[src/rtl/interval_arbiter.sv]
// interval_arbiter: two requesters share one prescaled interval counter.
// A grant lasts (PS_MAX+1)*len cycles, then a one-cycle done pulse is issued.
// Optional feature: define ROUND_ROBIN_EN to alternate grants on ties between
// requesters; otherwise requester 0 always wins a tie.
module interval_arbiter #(
    parameter int unsigned CW     = 16,
    parameter int unsigned PS_MAX = 7
) (
    input  logic          clk,
    input  logic          rst,
    input  logic          req0,
    input  logic [CW-1:0] len0,
    input  logic          req1,
    input  logic [CW-1:0] len1,
    output logic          gnt0,
    output logic          gnt1,
    output logic          done0,
    output logic          done1,
    output logic          busy,
    output logic [2:0]    c0,
    output logic [CW-1:0] c1
);

    localparam logic [2:0]    PsTerm = 3'(PS_MAX);
    localparam logic [CW-1:0] CwOne  = CW'(1);

    typedef enum logic [1:0] {
        StIdle = 2'd0,
        StRun  = 2'd1,
        StDone = 2'd2
    } state_e;

    state_e        state_q, state_d;
    logic          owner_q, owner_d;
    logic [CW-1:0] len_q, len_d;
    logic [2:0]    c0_q, c0_d;
    logic [CW-1:0] c1_q, c1_d;
    logic          gnt0_q, gnt0_d;
    logic          gnt1_q, gnt1_d;
    logic          done0_q, done0_d;
    logic          done1_q, done1_d;
    logic          busy_q, busy_d;

    logic          win;
    logic [CW-1:0] win_len_raw;
    logic [CW-1:0] win_len;
    logic [CW-1:0] last_tick;
    logic          owner_req;

`ifdef ROUND_ROBIN_EN
    // Points at the requester favoured on a tie; flips only on completed intervals.
    logic prio_q, prio_d;

    // Winner selection: a lone request wins, a tie goes to the pointer.
    always_comb begin
        win = req1;
        if (req0 && req1) begin
            win = prio_q;
        end
    end
`else
    // Winner selection: fixed priority, requester 0 wins whenever it asks.
    always_comb begin
        win = ~req0;
    end
`endif

    assign win_len_raw = win ? len1 : len0;
    // A zero length would never terminate, so it runs as a single tick.
    assign win_len     = (win_len_raw == '0) ? CwOne : win_len_raw;
    assign last_tick   = len_q - CwOne;
    assign owner_req   = owner_q ? req1 : req0;

    // Next-state and next-output logic for the IDLE/RUN/DONE sequence.
    always_comb begin
        state_d = state_q;
        owner_d = owner_q;
        len_d   = len_q;
        c0_d    = c0_q;
        c1_d    = c1_q;
        gnt0_d  = 1'b0;
        gnt1_d  = 1'b0;
        done0_d = 1'b0;
        done1_d = 1'b0;
`ifdef ROUND_ROBIN_EN
        prio_d  = prio_q;
`endif
        case (state_q)
            StIdle: begin
                c0_d = '0;
                c1_d = '0;
                if (req0 || req1) begin
                    state_d = StRun;
                    owner_d = win;
                    len_d   = win_len;
                    gnt0_d  = ~win;
                    gnt1_d  = win;
                end
            end
            StRun: begin
                if (!owner_req) begin
                    // Abort: the pointer is deliberately left untouched.
                    state_d = StIdle;
                    c0_d    = '0;
                    c1_d    = '0;
                end else if (c0_q == PsTerm) begin
                    if (c1_q == last_tick) begin
                        state_d = StDone;
                        c0_d    = '0;
                        c1_d    = '0;
                        done0_d = ~owner_q;
                        done1_d = owner_q;
`ifdef ROUND_ROBIN_EN
                        prio_d  = ~owner_q;
`endif
                    end else begin
                        c0_d   = '0;
                        c1_d   = c1_q + CwOne;
                        gnt0_d = ~owner_q;
                        gnt1_d = owner_q;
                    end
                end else begin
                    c0_d   = c0_q + 3'd1;
                    gnt0_d = ~owner_q;
                    gnt1_d = owner_q;
                end
            end
            StDone: begin
                state_d = StIdle;
                c0_d    = '0;
                c1_d    = '0;
            end
            default: begin
                state_d = StIdle;
                c0_d    = '0;
                c1_d    = '0;
            end
        endcase
        busy_d = (state_d != StIdle);
    end

    // State and registered-output update; reset wins over everything else.
    always_ff @(posedge clk) begin
        if (rst) begin
            state_q <= StIdle;
            owner_q <= 1'b0;
            len_q   <= '0;
            c0_q    <= '0;
            c1_q    <= '0;
            gnt0_q  <= 1'b0;
            gnt1_q  <= 1'b0;
            done0_q <= 1'b0;
            done1_q <= 1'b0;
            busy_q  <= 1'b0;
`ifdef ROUND_ROBIN_EN
            prio_q  <= 1'b0;
`endif
        end else begin
            state_q <= state_d;
            owner_q <= owner_d;
            len_q   <= len_d;
            c0_q    <= c0_d;
            c1_q    <= c1_d;
            gnt0_q  <= gnt0_d;
            gnt1_q  <= gnt1_d;
            done0_q <= done0_d;
            done1_q <= done1_d;
            busy_q  <= busy_d;
`ifdef ROUND_ROBIN_EN
            prio_q  <= prio_d;
`endif
        end
    end

    assign gnt0  = gnt0_q;
    assign gnt1  = gnt1_q;
    assign done0 = done0_q;
    assign done1 = done1_q;
    assign busy  = busy_q;
    assign c0    = c0_q;
    assign c1    = c1_q;

endmodule

[config.mk]
export PLATFORM = sky130hd
export DESIGN_NAME = interval_arbiter
export DESIGN_NICKNAME = d
export VERILOG_FILES = /design/src/rtl/interval_arbiter.sv
export SDC_FILE = /design/constraint.sdc
export NUM_CORES = 1
export LEC_CHECK = 0
export ABC_AREA = 1
export CORE_ASPECT_RATIO = 1.1
export CORE_UTILIZATION = 56
export CTS_BUF_LIST = sky130_fd_sc_hd__clkbuf_2
export DETAILED_ROUTE_END_ITERATION = 8
export GPL_ROUTABILITY_DRIVEN = 0
export PLACE_DENSITY = 0.88
export SLEW_MARGIN = 5
export SYNTH_ARGS = -nofsm -noshare
export SYNTH_HDL_FRONTEND = slang
export SYNTH_SLANG_ARGS = --single-unit
export TNS_END_PERCENT = 20
[constraint.sdc]
create_clock -name clk -period 3.1 [get_ports clk]
set_clock_uncertainty 0.15 [all_clocks]
set_input_delay 0.465 -clock clk [delete_from_list [all_inputs] [get_ports clk]]
set_output_delay 0.465 -clock clk [all_outputs]
set_load 0.02 [all_outputs]
==> flow_metrics.py <==
metrics = {
    "yosys": {
        "synth_common_cells": "108 x nand2_1, 48 x nor2_1, 43 x dfxtp_1",
        "syn-mean-instance-area_um2": 6.70,
        "synthArstFlopShare_pct": 0,
        "yosysMostFrequentCell": "nand2_1",
        "synth_top_family_by_area": "simple AND/OR/NAND/NOR gates",
        "synth_seq_cells": 43,
        "ys_seq_area_share_pct": 33.1,
        "muxShareOfSynthArea_pct": 0.770,
        "synth_xor_area_share_pct": 7.41,
        "synth_top_area_share_pct": 33.1,
        "synth.distinct_cells": 33,
        "yosysWarnings": 0,
        "synth-simple-area-share_pct": 38.5,
        "synth-edff-count": 0,
        "synth_cells": 388,
        "synthAdderAreaFrac_pct": 1.93,
        "synth_compound_area_share_pct": 9.82,
        "synth_nets": 428,
        "ys.flop_type": "dfxtp_1",
        "synth_area_leaders": "dfxtp_1 33%, nand2_1 16%, nor2_1 6.9%",
        "netlist_area_um2": 2600,
        "synth_area_leader_cell": "dfxtp_1",
    },
    "timing": {
        "setup_ws_ns": 0.742,
        "whs_ns": 0.343,
        "tightest_slew_ns": 0.422,
        "rsz0062_at_grt": "false",
        "hold_viol_final": 0,
        "setup_violations": 0,
        "min_period_over_period_pct": 76.1,
        "timing.fmax_mhz": 424,
        "slew_violations": 0,
        "fin_crit_ns": 2.36,
        "finalSetupTns_ns": 0,
        "max_slew_margin_pct": 71.7,
    },
    "final_layout": {
        "area_growth_syn_to_layout_pct": 26.2,
        "fin_nets": 486,
        "fin_cells": 501,
        "fin_util_pct": 74.9,
        "n_antenna_cell": 0,
        "drive_above_1_share_pct": 8.95,
        "fin_area_um2": 3280,
    },
    "clock_network": {
        "cts_setup_buffers": 0,
        "cts_root_buf": "clkbuf_2",
        "cts.sinks": 43,
        "h-tree-depth": 2,
        "clk_pin_slew_worst_paths_ns": 0.22,
        "cts_resized": 0,
        "clk_path_buf_depth": 2,
        "cts_buffers": 5,
        "cts_hold_buf": 0,
        "cts_tree": "yes",
        "clk_latency_ns": 0.41,
    },
    "power_and_ir_drop": {
        "peakVddDrop_uv": 279,
        "p_total_mw": 1.26,
        "p_per_area_nw_per_um2": 384,
        "leakagePower_nw": 1.38,
    },
    "setup_path": {
        "reg2reg_depth": 11,
        "crit_chain": "inv_1 -> ha_1 -> nand2_2 -> nor2_4 -> nand3_1 -> xor2_1 -> nand2_1 -> nor2_1 -> nand3_2 -> nand3_4 -> nor2_1",
        "slowest_stage": "dfxtp_1",
        "critPathTopFamily": "simple AND/OR/NAND/NOR gates",
        "crit_cells": 11,
        "crit_buf_inv": 1,
        "path_class": "register to register",
        "cp-startpoint": "len_q[0]",
        "worstPathArrival_ns": 2.53,
        "critPathRequiredTime_ns": 3.27,
        "crit_path_start_kind": "register",
        "endpoint_kind": "register",
        "crit_path_frequent_cell": "nor2_1",
        "reg2reg_from": "len_q[0]",
        "critical_path_peak_fanout": 15,
        "max_stage_delay_ns": 0.40,
    },
    "global_routing": {
        "grt_pass1_wl_mm": 10.7,
        "grt_max_degree": 33,
        "grt_pass1_vias": 2551,
        "antenna_found_initial": 0,
        "grt_usage_pct": 28.3,
        "grt.overflow.total": 0,
    },
    "drt": {
        "wl_per_cell_um": 12.7,
        "num_vias": 2693,
        "first_pass_iters": 4,
        "antenna_left": 0,
        "drt-initial-drc-count": 163,
        "wl_mm": 6.37,
        "avgViaCountPerCell": 5.38,
        "drc": 0,
    },
    "die": {
        "start_util_pct": 59.3,
        "die_w_um": 67.0,
        "design.die.area_um2": 4920,
        "floorplan.rows": 25,
        "core-area_um2": 4380,
        "io_pins": 60,
        "die_y_um": 73.4,
    },
    "worst_hold_path": {
        "worstHoldStart": "c0[0]",
        "holdPathStages": 1,
        "holdCritPathClass": "register to register",
    },
    "placement": {
        "place_ws_ns": 0.551,
        "io_buffers": 59,
        "dp_cells": 493,
        "dpl_cell_area_um2": 3210,
        "dp_hpwl_mm": 5.12,
    },
    "job": {
        "maxCapViolations": 0,
    },
    "status": {
        "status": "complete, no violations",
    },
}
[sequential cells by signal, summed over array words and instances (netlist names)]
name	flops
state_q	2
done1	1
c1	16
len_q	16
gnt0	1
owner_q	1
busy	1
gnt1	1
done0	1
c0	3
[cells by family (layout without fill, tap and decap cells)]
group,Yosys count,in the layout
and+or+nand+nor,219,219
adders and majority gates,4,4
xor gates and xnor gates,22,22
DFF,43,43
AOI/OAI and AO/OA,46,46
muxes,2,2
buffers and inverters,52,111
[report_power, final]
part	total [mW]	internal, mW	switching [mW]
registers	0.616	0.581	0.0348
logic	0.325	0.137	0.188
clock network	0.318	0.137	0.182
total	1.26	0.855	0.404
[path summary, 6_finish.rpt]
path | to | slack [ns]
max reg2reg | c1[15] | 0.74
min | c0[0] | 0.34
max | c1[15] | 0.74
min reg2reg | c0[0] | 0.34
[routing by layer]
metal,vias to the layer above,global-route usage [%],wire (um)
met4,0,10.9,101
met2,67,50.6,3320
li1,1360,-,-
met1,1257,33.5,2730
met5,-,0,0
met3,9,4.19,217
[area by class of cell]
cell class / count / area (um^2)
clock buffers: 5 / 25.0
clock inverters: 3 / 43.8
fillers: 358 / 1100
inverters: 42 / 158
multi-input cells: 293 / 1520
flip-flops and latches: 43 / 861
well taps: 54 / 67.6
repair buffers: 61 / 606
[cell usage in the layout (no fill, tap or decap)]
cell type	Yosys	final
nor3_2	1	1
o21ai_2	1	1
nor2_1	48	48
clkinv_2	0	1
buf_4	1	2
nor2_4	3	3
nor2_2	14	14
or2_2	1	1
clkbuf_2	0	5
nand4_1	9	9
mux2i_1	2	2
inv_1	41	41
o21ai_0	24	24
a211oi_1	2	2
clkinv_4	0	1
nand2_2	5	5
xnor2_1	7	7
nand3b_1	2	2
bufinv_16	0	1
nand3_2	2	2
and2_2	1	1
nor3b_2	1	1
dfxtp_1	43	43
nor4_1	2	2
clkinv_1	1	1
ha_1	4	4
a21oi_1	6	6
clkdlybuf4s50_1	0	59
nor3_1	2	2
nand2_1	108	108
nand3_1	19	19
a31oi_1	13	13
nand3_4	1	1
xor2_1	15	15
No activity file was read; power rests on OpenSTA's default activity.
